### src/rtl/imem_loader.sv
// Instruction-memory program loader: assembles 22-bit words from a byte stream,
// writes them to sequential addresses from 0, then checks a trailing XOR checksum byte.
module imem_loader #(
    parameter int ADDR_W  = 8,
    parameter int INSTR_W = 22,
    parameter int DEPTH   = 64
) (
    input  logic               CLK,
    input  logic               RST,
    input  logic               start,
    input  logic [7:0]         load_len,
    input  logic [7:0]         byte_in,
    input  logic               byte_valid,
    output logic               byte_ready,
    output logic               imem_we,
    output logic [ADDR_W-1:0]  imem_addr,
    output logic [INSTR_W-1:0] imem_wdata,
    output logic               busy,
    output logic               done,
    output logic [1:0]         err
);
    // state | meaning
    // IDLE  | waiting for start
    // B0    | expecting byte with word bits [21:16]
    // B1    | expecting byte with word bits [15:8]
    // B2    | expecting byte with word bits [7:0]
    // WR    | one-cycle instruction-memory write
    // CSUM  | expecting checksum byte
    // FIN   | done pulse, then back to IDLE
    typedef enum logic [2:0] {S_IDLE, S_B0, S_B1, S_B2, S_WR, S_CSUM, S_FIN} state_t;

    localparam int HI_W = INSTR_W - 8;

    state_t              state_q, state_d;
    logic [7:0]          cnt_q, cnt_d;
    logic [7:0]          len_q, len_d;
    logic [7:0]          csum_q, csum_d;
    logic [HI_W-1:0]     hi_q, hi_d;
    logic [ADDR_W-1:0]   addr_q, addr_d;
    logic [INSTR_W-1:0]  wdata_q, wdata_d;
    logic [1:0]          err_q, err_d;
    logic                xfer;

    assign byte_ready = (state_q == S_B0) || (state_q == S_B1) ||
                        (state_q == S_B2) || (state_q == S_CSUM);
    assign xfer       = byte_valid & byte_ready;
    assign imem_we    = (state_q == S_WR);
    assign busy       = (state_q != S_IDLE);
    assign done       = (state_q == S_FIN);
    assign imem_addr  = addr_q;
    assign imem_wdata = wdata_q;
    assign err        = err_q;

    always_comb begin
        state_d = state_q;
        cnt_d   = cnt_q;
        len_d   = len_q;
        csum_d  = csum_q;
        hi_d    = hi_q;
        addr_d  = addr_q;
        wdata_d = wdata_q;
        err_d   = err_q;
        case (state_q)
            S_IDLE: begin
                if (start) begin
                    err_d  = 2'b00;
                    cnt_d  = 8'd0;
                    csum_d = 8'd0;
                    len_d  = load_len;
                    if (load_len > 8'(DEPTH)) begin
                        err_d[1] = 1'b1;
                        state_d  = S_FIN;
                    end else if (load_len == 8'd0) begin
                        state_d = S_CSUM;
                    end else begin
                        state_d = S_B0;
                    end
                end
            end
            S_B0: begin
                if (xfer) begin
                    if (byte_in[7:6] != 2'b00) begin
                        err_d[1] = 1'b1;
                        state_d  = S_FIN;
                    end else begin
                        hi_d[HI_W-1 -: 6] = byte_in[5:0];
                        csum_d            = csum_q ^ byte_in;
                        state_d           = S_B1;
                    end
                end
            end
            S_B1: begin
                if (xfer) begin
                    hi_d[7:0] = byte_in;
                    csum_d    = csum_q ^ byte_in;
                    state_d   = S_B2;
                end
            end
            S_B2: begin
                // Latch the write port here so it holds the last written word afterwards.
                if (xfer) begin
                    wdata_d = {hi_q, byte_in};
                    addr_d  = ADDR_W'(cnt_q);
                    csum_d  = csum_q ^ byte_in;
                    state_d = S_WR;
                end
            end
            S_WR: begin
                cnt_d = cnt_q + 8'd1;
                if (cnt_q + 8'd1 == len_q) state_d = S_CSUM;
                else                       state_d = S_B0;
            end
            S_CSUM: begin
                if (xfer) begin
                    if (byte_in != csum_q) err_d[0] = 1'b1;
                    state_d = S_FIN;
                end
            end
            S_FIN:   state_d = S_IDLE;
            default: state_d = S_IDLE;
        endcase
    end

    always_ff @(posedge CLK) begin
        if (RST) begin
            state_q <= S_IDLE;
            cnt_q   <= '0;
            len_q   <= '0;
            csum_q  <= '0;
            hi_q    <= '0;
            addr_q  <= '0;
            wdata_q <= '0;
            err_q   <= '0;
        end else begin
            state_q <= state_d;
            cnt_q   <= cnt_d;
            len_q   <= len_d;
            csum_q  <= csum_d;
            hi_q    <= hi_d;
            addr_q  <= addr_d;
            wdata_q <= wdata_d;
            err_q   <= err_d;
        end
    end
endmodule

### config.mk
export PLATFORM = sky130hd
export DESIGN_NAME = imem_loader
export DESIGN_NICKNAME = d
export VERILOG_FILES = /design/src/rtl/imem_loader.sv
export SDC_FILE = /design/constraint.sdc
export NUM_CORES = 1
export LEC_CHECK = 0
export ABC_AREA = 0
export CAP_MARGIN = 5
export CORE_MARGIN = 2
export CORE_UTILIZATION = 30
export CTS_CLUSTER_SIZE = 8
export DETAILED_ROUTE_END_ITERATION = 8
export HOLD_SLACK_MARGIN = 0.1
export PLACE_DENSITY_LB_ADDON = 0.08
export SYNTH_ARGS = -nofsm -noshare
export SYNTH_HDL_FRONTEND = slang
export SYNTH_SLANG_ARGS = --single-unit
### constraint.sdc
create_clock -name CLK -period 4.4 [get_ports CLK]
set_input_delay 1.32 -clock CLK [delete_from_list [all_inputs] [get_ports CLK]]
set_output_delay 1.32 -clock CLK [all_outputs]
set_load 0.01 [all_outputs]
==> results of run 1 <==
[cells in the mapped netlist (3+ instances only)]
| library cell | count |
|---|---|
| nand2_1 | 117 |
| dfxtp_1 | 73 |
| a21oi_1 | 68 |
| nor2_1 | 36 |
| o21ai_0 | 18 |
| clkbuf_1 | 15 |
| xor2_1 | 11 |
| xnor2_1 | 9 |
| buf_2 | 8 |
| mux2i_1 | 6 |
| nand3_1 | 5 |
| nor3_1 | 5 |
| inv_1 | 4 |
| and3_1 | 3 |
| buf_1 | 3 |
| nand3b_1 | 3 |
| nor3b_1 | 3 |
| nor4_1 | 3 |
[worst max-delay path, cell delays in order, from the launching register on]
cell	delay [ns]
dfxtp_1	0.67
nor2_1	0.13
nand2_1	0.34
inv_1	0.21
clkdlybuf4s50_1	0.52
[state kept, by name, indices dropped and copies added (netlist names)]
| signal | count |
|---|---|
| imem_addr | 8 |
| cnt_q | 8 |
| hi_q | 14 |
| state_q | 3 |
| err | 2 |
| len_q | 8 |
| csum_q | 8 |
| imem_wdata | 22 |
[placed cells by master, fill, tap and decap left out, types with 5 or more instances in the layout]
cell | netlist | routed
nand2_1 | 117 | 117
dfxtp_1 | 73 | 73
a21oi_1 | 68 | 68
clkdlybuf4s50_1 | 0 | 54
nor2_1 | 36 | 36
o21ai_0 | 18 | 18
xor2_1 | 11 | 11
xnor2_1 | 9 | 9
clkbuf_8 | 0 | 9
mux2i_1 | 6 | 6
nor3_1 | 5 | 5
nand3_1 | 5 | 5
[per-layer routing]
metal / vias up / share of wire, % / track usage, %
li1: 1493 / - / -
met1: 1341 / 52 / 22.45
met2: 41 / 44 / 21.93
met3: 6 / 3.2 / 3.027
met4: 0 / 0.99 / 5.769
met5: - / 0 / 0
[final timing paths]
kind	start	to	slack, ns	cells after the start
max	state_q[1]$_SDFFE_PP0P_	imem_we	0.86	4
min	imem_wdata[14]$_SDFFE_PP0P_	imem_wdata[14]$_SDFFE_PP0P_	0.45	2
max reg2reg	state_q[1]$_SDFFE_PP0P_	cnt_q[6]$_SDFFE_PP0P_	2.28	6
min reg2reg	imem_wdata[14]$_SDFFE_PP0P_	imem_wdata[14]$_SDFFE_PP0P_	0.45	2
[through the flow]
step / hold WS (ns) / instance area (sq um)
2_1_floorplan: 0.4315 / 3212
3_3_place_gp: 0.4433 / 3850
3_5_place_dp: 0.4457 / 3850
4_1_cts: 0.4566 / 4044
5_1_grt: 0.4741 / 4044
6_report: 0.4529 / 4044
[final cells by class]
type | count | area (sq um)
tap | 136 | 170.2
multi-input combinational | 316 | 1624
inverter | 5 | 18.77
fill | 1135 | 6326
clock inverter | 7 | 70.07
clock buffer | 9 | 123.9
sequential | 73 | 1461
timing repair buffer | 59 | 575.6
[kinds of logic (layout without fill, tap and decap cells)]
group                      Yosys count  after routing
AOI/OAI and AO/OA                  101            101
buffers and inverters               31             80
xor gates and xnor gates            20             20
and+or+nand+nor                    187            187
muxes                                7              7
adders and majority gates            1              1
DFF                                 73             73
[power by group through the flow]
stage,registers [W],clock network (W),logic (W)
finish,0.000772,0.000527,0.000398
global route,0.000786,0.000581,0.000457
CTS,0.000772,0.000543,0.000406
detailed placement,0.000787,0,0.000403
global placement,0.000786,0,0.000401
floorplan,0.000754,0,0.000299
==> out/summary.txt, run 1 <==
CP arrival: 2.22 ns
IO Count: 56
Post-synthesis simple-gate area fraction: 25.24%
Power share of the combinational group: 23.5%
Antenna violations before repair: 0
Seq/Total Area, Yosys: 45.50%
Utilization after layout: 39.00%
Yosys top cell by area: dfxtp_1
Worst endpoint required time: 3.08 ns
# resized after CTS: 0
Synthesized area: 3212 sq um
Internal Pwr Total: 0.001131 W
Status: finished clean
Row count: 37
Sw Pwr: 0.0005667 W
Setup bufs post-CTS: 0
Largest family of logic cells by synthesized area: simple AND/OR/NAND/NOR gates
Post-synth top area share: 45.50%
Post-synth cell types: 43
Worst-Margin Slew: 0.9386 ns
# setup viols final: 0
WS Path Type: flop to primary output
Cell Pwr Density: 419.7 nW/um^2
FMAX: 282.5 MHz
Part of the power in the clock network: 31.0%
Drt drc: 0
Worst min path class: flop to flop
CTS sink cnt: 73
Post-Synth XOR/XNOR Area: 5.454%
Post-route ant nets: 0
Hpwl dp: 5653 um
Diodes inserted: 0
Fin crit share: 80.46%
Synth Area in Adders: 0.3896%
Die span in y: 107.5 um
TritonCTS clock tree: built
Final-report hold violation count: 0
Syn nets: 441
Synth Area in Compound Gates: 17.26%
Peak VDD IR: 0.1774 mV
Max_cap viols: 0
Initial drt markers: 119
H-tree level count: 3
Nets: 485
Total global-route track usage: 15.29%
Yosys warns: 0
Post-Synthesis Cells: 420
Via count: 2881
Max-slew violation count: 0
CTS Root Cell: clkbuf_8
CTS Hold Bufs: 0
TritonRoute pass-1 iters: 4
Crit-path max FO: 19
Routability cong.: 0.7702
Pre-CTS setup slack: 1.168 ns
Routed len/inst: 13.55 um
CP Launch Type: flop
RSZ-0062 raised after global routing: false
Area Overhead vs Synth: 25.91%
Clk Latency, worst-skew pair: 0.34 ns
CTS Buffer Depth: 2
Routed WL: 8198 um
Total grt overflow: 0
Initial Util: 30.97%
Non-Filler Instances: 605
Die area: 11550 sq um
#FFs+latches synth: 73
Post-synthesis mux area share: 2.220%
Leak Pwr: 1.435 nW
Critical path capture point type: primary output
Largest net degree at the start of global routing: 51
Vias per cell: 4.762
Layout Skew: 0.01051 ns
Total CTS buffers: 9
Pwr Total: 0.001697 W
IO buf count: 55
Die X: 107.5 um
Post-synth EDFFs: 0
Synth top area cells: dfxtp_1, nand2_1, a21oi_1
Reg clk slew, reported paths: 0.08 ns
Mean Syn Cell Area: 7.647 sq um
Final Critical Period: 3.540 ns
Worst setup margin: 0.8598 ns
Setup TNS: 0 ns
Share of async-settable or async-resettable flops after synthesis: 0%
Core Area: 10370 sq um
Placed cell count: 589
Share of layout cells above drive strength 1: 6.397%
Sequential share of power: 45.5%
Dominant synthesized flop cell: dfxtp_1
Sw frac: 33.39%
Slew HR: 37.43%
First-pass GRT wire length: 13830 um
Vias in the first global route: 2700
No activity file was read; power rests on OpenSTA's default activity.
==> run 2, diff against run 1 <==
==> constraint.sdc (replaced) <==
create_clock -name CLK -period 3.2 [get_ports CLK]
set_input_delay 0.96 -clock CLK [delete_from_list [all_inputs] [get_ports CLK]]
set_output_delay 0.96 -clock CLK [all_outputs]
set_load 0.01 [all_outputs]
==> run 2 against run 1 <==
Compared with the run above: routed wire length increased by 1.5%; via count up 1.2%; critical path depth shrank 1; largest cell class unchanged.
==> out/summary.txt, run 2 (synthesized netlist as in run 1, its figures left out) <==
Fin crit share: 89.42%
Setup bufs post-CTS: 0
Area Overhead vs Synth: 30.11%
Non-Filler Instances: 615
Initial drt markers: 85
Diodes inserted: 0
Most frequent cells in the layout: nand2_1, dfxtp_1, a21oi_1, clkdlybuf4s50_1, nor2_1
Sequential share of power: 40.9%
Reg-to-reg endpoint: csum_q[3]$_SDFFE_PP0P_
Cell Pwr Density: 611.7 nW/um^2
Routed len/inst: 13.53 um
CP peak stage delay: 0.62 ns
Setup TNS: 0 ns
Placed cell count: 599
Die area: 11550 sq um
First-pass GRT wire length: 13540 um
Share of layout cells above drive strength 1: 8.142%
Worst-Margin Slew: 0.7829 ns
Routed WL: 8319 um
Total CTS buffers: 9
Power share of the combinational group: 23.4%
Max reg flops: 22
Antenna violations before repair: 0
Worst endpoint required time: 2.24 ns
Register area: 1461 sq um
Fillers: 1122
Peak VDD IR: 0.2966 mV
Crit path buf inv count: 2
WS Path Type: flop to primary output
Die X: 107.5 um
Nets: 495
Total global-route track usage: 15.16%
RSZ-0062 raised after global routing: false
Reg clk slew, reported paths: 0.08 ns
CP Launch Type: flop
Hold path startpoint: imem_addr[1]$_SDFFE_PP0P_
IO Count: 56
Routability cong.: 0.7398
Core Area: 10370 sq um
Worst min path class: flop to flop
# resized after CTS: 0
Status: finished clean
FMAX: 349.5 MHz
Final Critical Period: 2.862 ns
Layout Skew: 0.01180 ns
Sw frac: 30.29%
# setup viols final: 0
Hpwl dp: 5935 um
Final-report hold violation count: 0
Multi-input logic area: 1624 sq um
Critical path capture point type: primary output
Max_cap viols: 0
Vias per cell: 4.740
Vias in the first global route: 2707
CP cell instances: nand2_1 -> inv_1 -> clkdlybuf4s50_1
CTS Buffer Depth: 2
Worst reg2reg setup slack: 1.35 ns
Most common cell after layout, fill and taps aside: nand2_1
CP max stage cell: dfxtp_1
Worst hold stages: 2
TritonCTS clock tree: built
Total grt overflow: 0
CTS Hold Bufs: 0
TritonRoute pass-1 iters: 6
H-tree level count: 3
Initial Util: 30.97%
Die span in y: 107.5 um
CTS Root Cell: clkbuf_8
Via count: 2915
Post-route ant nets: 0
CTS sink cnt: 73
Slew HR: 47.25%
CP top delay family: buffers and inverters
R2R cell count: 7
Max-slew violation count: 0
Row count: 37
Internal Pwr Total: 0.001782 W
Min-Delay Endpoint: imem_addr[1]$_SDFFE_PP0P_
Largest net degree at the start of global routing: 36
IO buf count: 55
Sw Pwr: 0.0007743 W
Drt drc: 0
Leak Pwr: 1.511 nW
Part of the power in the clock network: 35.7%
Reg-to-Reg Start: state_q[0]$_SDFFE_PP0P_
Clk Latency, worst-skew pair: 0.36 ns
CP arrival: 1.90 ns
Crit-path max FO: 13
-- run 2: changes by cell type in the layout (fill, tap and decap cells not counted) --
cell,before,now
clkinvlp_4,1,0
buf_4,4,14
clkinv_2,3,0
clkbuf_1,0,1
clkbuf_8,9,11
bufinv_16,1,3
inv_6,1,0
-- run 2: through the flow --
step           total power, W  util, %  setup WS [ns]  hold slack [ns]  area [sq um]
3_3_place_gp         0.001668    37.85         0.5345           0.4395          3925
6_report             0.002556    40.30         0.3385           0.4543          4179
3_5_place_dp         0.001668    37.85         0.5367           0.4473          3925
2_1_floorplan        0.001447        -          1.098           0.4315          3212
4_1_cts              0.002584    40.30         0.3152           0.4572          4179
5_1_grt              0.002704    40.30         0.2325           0.4746          4179
-- run 2: power groups by stage --
stage	clock network, W	registers [W]	logic (W)
after floorplan	0	0.00104	0.000411
after global placement	0	0.00107	0.000602
after detailed placement	0	0.00107	0.000602
after CTS	0.000934	0.00105	0.000605
after global routing	0.000971	0.00106	0.000677
final	0.000912	0.00105	0.000598
-- run 2: worst reg2reg max path, delay by kind of cell (launching register included) --
| family | cells | cell delay (ns) |
|---|---|---|
| DFF | 1 | 0.44 |
| and+or+nand+nor | 2 | 0.36 |
| AOI/OAI and AO/OA | 4 | 0.75 |
| buffers and inverters | 1 | 0.21 |
-- run 2: area by class of cell --
cell class | instances | share of cell area (%)
Timing Repair Buffer | 69 | 15.57
Tap cell | 136 | 4.072
Clock buffer | 12 | 3.713
Clock inverter | 4 | 2.365
Inverter | 5 | 0.4491
Multi-Input combinational cell | 316 | 38.86
Sequential cell | 73 | 34.97
-- run 2: per-layer routing --
| layer | part of all wire, % | wire length (um) | track usage [%] |
|---|---|---|---|
| met5 | 0 | 0 | 0 |
| met4 | 1.5 | 124 | 7.509 |
| met3 | 3.4 | 283 | 2.663 |
| met2 | 42 | 3518 | 21.52 |
| met1 | 53 | 4393 | 21.93 |
-- run 2: worst max path at each step --
stage                     slack (ns)                     end                     from  depth (start not counted)
after floorplan                 1.10  csum_q[0]$_SDFFE_PP0P_               byte_in[6]                          7
after global placement          0.53  csum_q[3]$_SDFFE_PP0P_                    start                          7
after detailed placement        0.54  csum_q[2]$_SDFFE_PP0P_                    start                          7
after CTS                       0.32                 imem_we  state_q[2]$_SDFFE_PP0P_                          3
after global routing            0.23                 imem_we  state_q[2]$_SDFFE_PP0P_                          3
final                           0.34                 imem_we  state_q[2]$_SDFFE_PP0P_                          3
==> variant 1: new RTL, settings of run 2 <==
The 7 states of `state_t` get a one-hot encoding in 7 bits.
--- a/src/rtl/imem_loader.sv
+++ b/src/rtl/imem_loader.sv
@@ -27,7 +27,7 @@
     // WR    | one-cycle instruction-memory write
     // CSUM  | expecting checksum byte
     // FIN   | done pulse, then back to IDLE
-    typedef enum logic [2:0] {S_IDLE, S_B0, S_B1, S_B2, S_WR, S_CSUM, S_FIN} state_t;
+    typedef enum logic [6:0] {S_IDLE = 7'b0000001, S_B0 = 7'b0000010, S_B1 = 7'b0000100, S_B2 = 7'b0001000, S_WR = 7'b0010000, S_CSUM = 7'b0100000, S_FIN = 7'b1000000} state_t;
 
     localparam int HI_W = INSTR_W - 8;
 
Check against the original RTL: no difference found for any inputs over 10 cycles, from zero or initial values and one cycle with RST high; not proved beyond that.
==> variant 1 against run 2 <==
  * Die area up 15%
  * Setup slack got worse by 0.18 ns
  * Fmax shrank 5.8%
  * Cell area rose by 13%
  * Sequential share of layout area fell by 2.3 points
  * Sequential cell count rose by 4
  * Critical path depth rose by 1
  * Routed wire length up 14%
  * Area after synthesis increased by 15%
  * First-iteration DRC count grew 72%
  * Critical path type unchanged
  * Largest cell class unchanged
  * Highest routed layer unchanged
Power is not compared: it rests on default switching activity, and its combinational part moved more than twofold at a synthesized area within 25%.
==> variant 1: results (changes against run 2) <==
Clock tree
  • Root Driver: clkbuf_16 (was clkbuf_8)
  • Clock transition at the registers of the reported paths: 0.06 ns (was 0.08 ns)
  • Clock insertion delay at the later pin of the skew report: 0.33 ns (was 0.36 ns)
  • Cts bufs inserted: 9 (unchanged)

Finish
  • Diodes inserted: 0 (unchanged)
  • Share of layout cells above drive strength 1: 8.94% (was 8.14%)
  • Fin nets: 486 (was 495)

Timing
  • Worst slew pin tran: 0.578 ns (was 0.783 ns)
  • Clock Skew: 0.00737 ns (was 0.0118 ns)
  • Final setup vio count: 0 (unchanged)

Route
  • Via count: 3093 (was 2915)
  • First-pass DRT Iterations: 5 (was 6)
  • Total wire length: 9460 µm (was 8320 µm)
  • 1st-iter DRT viols: 146 (was 85)

Synth
  • Synth async-reset ratio: 0% (unchanged)
  • Synth top area cells: dfxtp_1 (42%), mux2i_1 (13%), nor2_1 (6.9%), a21oi_1 (4.0%), xor2_1 (2.8%) (was dfxtp_1 (46%), nand2_1 (14%), a21oi_1 (11%), nor2_1 (4.2%), xor2_1 (3.0%))
  • Synth cell count leaders: dfxtp_1 (77), nor2_1 (68), mux2i_1 (47) (was nand2_1 (117), dfxtp_1 (73), a21oi_1 (68))
  • Seq/Total Area, Yosys: 41.6% (was 45.5%)
  • Synthesized Nets: 435 (was 441)
  • Synth cell types: 58 (was 43)

Global route
  • First-pass GRT wire length: 16000 µm (was 13500 µm)
  • Total track usage: 15.5% (was 15.2%)
  • Largest net degree at the start of global routing: 42 (was 36)

Worst setup path
  • CP Max Fanout: 15 (was 13)
  • Worst Path Arrival: 2.08 ns (was 1.90 ns)

Placement
  • DPL Wire Length: 6880 µm (was 5930 µm)
  • Global placement routability congestion: 0.837 (was 0.740)
  • Placed instance area: 0.00441 mm² (was 0.00393 mm²)

Power and ir drop
  • Peak supply drop: 234 µV

Status
  • Status: finished, final reports clean (unchanged)
variant 1: changes by cell type in the layout (fill, tap and decap cells not counted), moves of 4 or more:
cell	before	now
a21o_1	0	9
a21oi_1	68	30
a22oi_1	1	5
buf_4	14	10
clkbuf_16	0	9
clkbuf_8	11	2
mux2i_1	6	47
nand2_1	117	17
nand2b_1	1	16
nand3_1	5	12
nor2_1	36	68
nor4_1	3	9
xnor2_1	9	4
variant 1: stage by stage:
stage	util, %	power [mW]	hold WS, ns	cells	setup slack (ns)
global route	39.2	2.30	0.482	638	0.0545
global placement	36.6	1.17	0.449	622	0.356
detailed placement	36.6	1.17	0.453	622	0.351
CTS	39.2	2.24	0.462	638	0.0167
floorplan	-	1.10	0.436	414	1.02
finish	39.2	2.20	0.456	638	0.161
variant 1: area by class of cell:
type,instances,area (µm²)
fill,1239,7330
multi-input combinational,305,2000
clock inverter,4,55.1
clock buffer,12,256
tap,168,210
timing repair buffer,66,641
inverter,6,22.5
sequential,77,1550
variant 1: path summary, 6_finish.rpt:
| check | startpoint | to | slack, ns | cells after the start |
|---|---|---|---|---|
| worst min register to register | hi_q[10] | hi_q[10] | 0.46 | 2 |
| worst max register to register | cnt_q[0] | state_q[1] | 1.01 | 6 |
| worst min-delay path | hi_q[10] | hi_q[10] | 0.46 | 2 |
| worst max-delay path | state_q[2] | byte_ready | 0.16 | 4 |
variant 1: timing repair:
action,in CTS,in global routing
gates resized for setup,1,2
setup buffers,0,0
endpoints found under the setup margin,1,2
variant 1: layer usage:
layer / up-vias / part of all wire [%] / global-route usage (%)
met5: - / 0 / 0
met3: 14 / 4.2 / 3.74
li1: 1576 / - / -
met4: 0 / 2.2 / 6.10
met2: 67 / 47 / 25.5
met1: 1436 / 46 / 19.5
variant 1: worst max-delay path: stages (launching register included):
cell and delay (ns):
dfxtp_2 0.51, xor2_1 0.29, o211ai_1 0.17, a21oi_1 0.22, clkdlybuf4s50_1 0.57
variant 1: cells by family after synthesis:
group                      Yosys count  share of synthesized area (%)
and+or+nand+nor                    155                           21.8
muxes                               47                           12.7
AOI/OAI and AO/OA                   86                           15.3
DFF                                 77                           41.6
xor gates and xnor gates            16                           3.78
adders and majority gates            1                          0.337
buffers and inverters               32                           4.52
variant 1: report_power, final:
group	leakage, nW	internal [mW]	total (mW)	switching (mW)
logic	1.33	0.0739	0.164	0.0904
clock network	0.149	0.651	1.05	0.397
registers	0.623	0.970	0.985	0.0150
total	2.10	1.69	2.20	0.503
==> variant 2: new RTL, settings of run 2 <==
Without the edit above. `INSTR_W`: 22 -> 24.
--- a/src/rtl/imem_loader.sv
+++ b/src/rtl/imem_loader.sv
@@ -2,7 +2,7 @@
 // writes them to sequential addresses from 0, then checks a trailing XOR checksum byte.
 module imem_loader #(
     parameter int ADDR_W  = 8,
-    parameter int INSTR_W = 22,
+    parameter int INSTR_W = 24,
     parameter int DEPTH   = 64
 ) (
     input  logic               CLK,
Interface: changed (resized imem_wdata); port bits go from 56 to 58. The function was not compared with the original's and may differ.
==> variant 2 against run 2 <==
  * Setup slack better by 0.062 ns
  * Routed wire length grew 0.97%
  * Sequential cell count is the same
  * Area after synthesis is 0.51% higher
  * Combinational power grew 5.5%
  * Hold slack about the same
  * Count of clock-buffer cells in the layout is 1 higher
  * Cell area decreased by 1.3%
  * First-iteration DRC count up 36%
  * Clock power decreased by 23%
  * Power fell by 7.8%
  * Largest power group unchanged
==> variant 2: results (changes against run 2) <==
Synth
  • Post-Synthesis Cells: 422 (was 420)
  • Synth cell types: 45 (was 43)
  • Synth cell count leaders: nand2_1 (118), dfxtp_1 (73), a21oi_1 (68) (was nand2_1 (117), dfxtp_1 (73), a21oi_1 (68))
  • Synth async-reset ratio: 0% (unchanged)
  • Synth top area cells: dfxtp_1 (45%), nand2_1 (14%), a21oi_1 (11%), nor2_1 (4.1%), xnor2_1 (3.0%) (was dfxtp_1 (46%), nand2_1 (14%), a21oi_1 (11%), nor2_1 (4.2%), xor2_1 (3.0%))
  • Seq/Total Area, Yosys: 45.3% (was 45.5%)
  • YS warnings: 0 (unchanged)
  • Synth Flop Type: dfxtp_1 (unchanged)

Global route
  • Largest net degree at the start of global routing: 48 (was 36)
  • First-pass GRT wire length: 13900 µm (was 13500 µm)
  • Vias in the first global route: 2706 (was 2707)
  • Initial antenna violation count: 0 (unchanged)
  • Total track usage: 15.4% (was 15.2%)

Route
  • DR WL/cell: 13.7 µm (was 13.5 µm)
  • 1st-iter DRT viols: 116 (was 85)
  • Vias per inst: 4.69 (was 4.74)
  • First-pass DRT Iterations: 4 (was 6)

Worst setup path
  • CP Max Fanout: 11 (was 13)

Placement
  • Global placement routability congestion: 0.746 (was 0.740)
  • Port bufs: 55 (unchanged)
  • DP Worst Slack: 0.408 ns (was 0.537 ns)
  • Post-Place Cells: 598 (was 599)
  • Placed instance area: 0.00393 mm² (about the same)
  • DPL Wire Length: 5730 µm (was 5930 µm)

Clock tree
  • Setup Buffers After CTS: 0 (unchanged)
  • # H-tree levels: 3 (unchanged)
  • Root Driver: clkbuf_8 (unchanged)
  • Clock insertion delay at the later pin of the skew report: 0.35 ns
  • Clock transition at the registers of the reported paths: 0.09 ns
  • Clock tree buffer depth: 2 (unchanged)
  • CTS resizes: 0 (unchanged)
  • Cts bufs inserted: 9 (unchanged)

Power and ir drop
  • Cell Pwr Density: 572 mW/mm² (was 612 mW/mm²)
  • Lkg Pwr: 1.46 nW (was 1.51 nW)
  • Peak supply drop: 248 µV (was 297 µV)

Status
  • Status: finished, final reports clean (unchanged)

Finish
  • Diodes inserted: 0 (unchanged)
  • Fin cells: 614 (was 615)
  • Max FFs per register: 22 (unchanged)
  • Fin nets: 494 (was 495)
  • Share of layout cells above drive strength 1: 7.95% (was 8.14%)

Worst hold path
  • HP Class: flop to flop (unchanged)

Timing
  • Final hold violation count: 0 (unchanged)
  • Clock Skew: 0.0157 ns (was 0.0118 ns)
  • Worst slew pin tran: 0.912 ns (was 0.783 ns)

Flow run
  • Max_cap viols: 0 (unchanged)
variant 2: changes by cell type after synthesis, moves of 2 or more:
cell / before / now
clkbuf_1: 15 / 17
nand4_1: 2 / 0
xnor2_1: 9 / 11
buf_2: 8 / 6
buf_4: 0 / 2
xor2_1: 11 / 9
variant 2: worst max-delay path: stages, from the launching register on:
cell and delay, ns:
dfxtp_1 0.42, buf_4 0.21, nor3_1 0.27, inv_1 0.09
clkdlybuf4s50_1 0.49
variant 2: path summary, 6_finish.rpt:
check,startpoint,to,slack (ns),cells past startpoint
min reg2reg,imem_wdata[2],imem_wdata[2],0.45,2
max reg2reg,cnt_q[0],state_q[2],1.34,6
min,imem_wdata[2],imem_wdata[2],0.45,2
max,state_q[1],busy,0.40,4
variant 2: where the power goes:
part	switching, mW	total [mW]	internal (mW)
combinational	0.377	0.631	0.254
sequential	0.0551	1.03	0.973
clock	0.352	0.699	0.347
total	0.784	2.36	1.57
variant 2: final cells by class:
type	instances	area (µm²)
Timing Repair Buffer	67	648
Fill cell	1125	6250
Clock inverter	3	23.8
Sequential cell	73	1460
Inverter	5	18.8
Multi-Input combinational cell	317	1630
Clock buffer	13	169
Tap cell	136	170
variant 2: layer usage:
metal / GRT usage (%) / routed length (µm) / up-vias
met2: 21.4 / 3390 / 47
met3: 2.60 / 317 / 8
met1: 23.0 / 4590 / 1315
met4: 6.87 / 105 / 0
met5: 0 / 0 / -
li1: - / - / 1508
variant 2: cells by family (layout without fill, tap and decap cells):
group / after synthesis / count (layout) / synth area share (%)
other cells: 1 / 2 / 0.116
mux: 7 / 7 / 2.21
buf+inv: 33 / 88 / 4.30
flops: 73 / 73 / 45.3
simple gates: 184 / 184 / 24.5
fa+ha+maj: 1 / 1 / 0.388
compound gates: 103 / 103 / 17.8
xor+xnor: 20 / 20 / 5.43
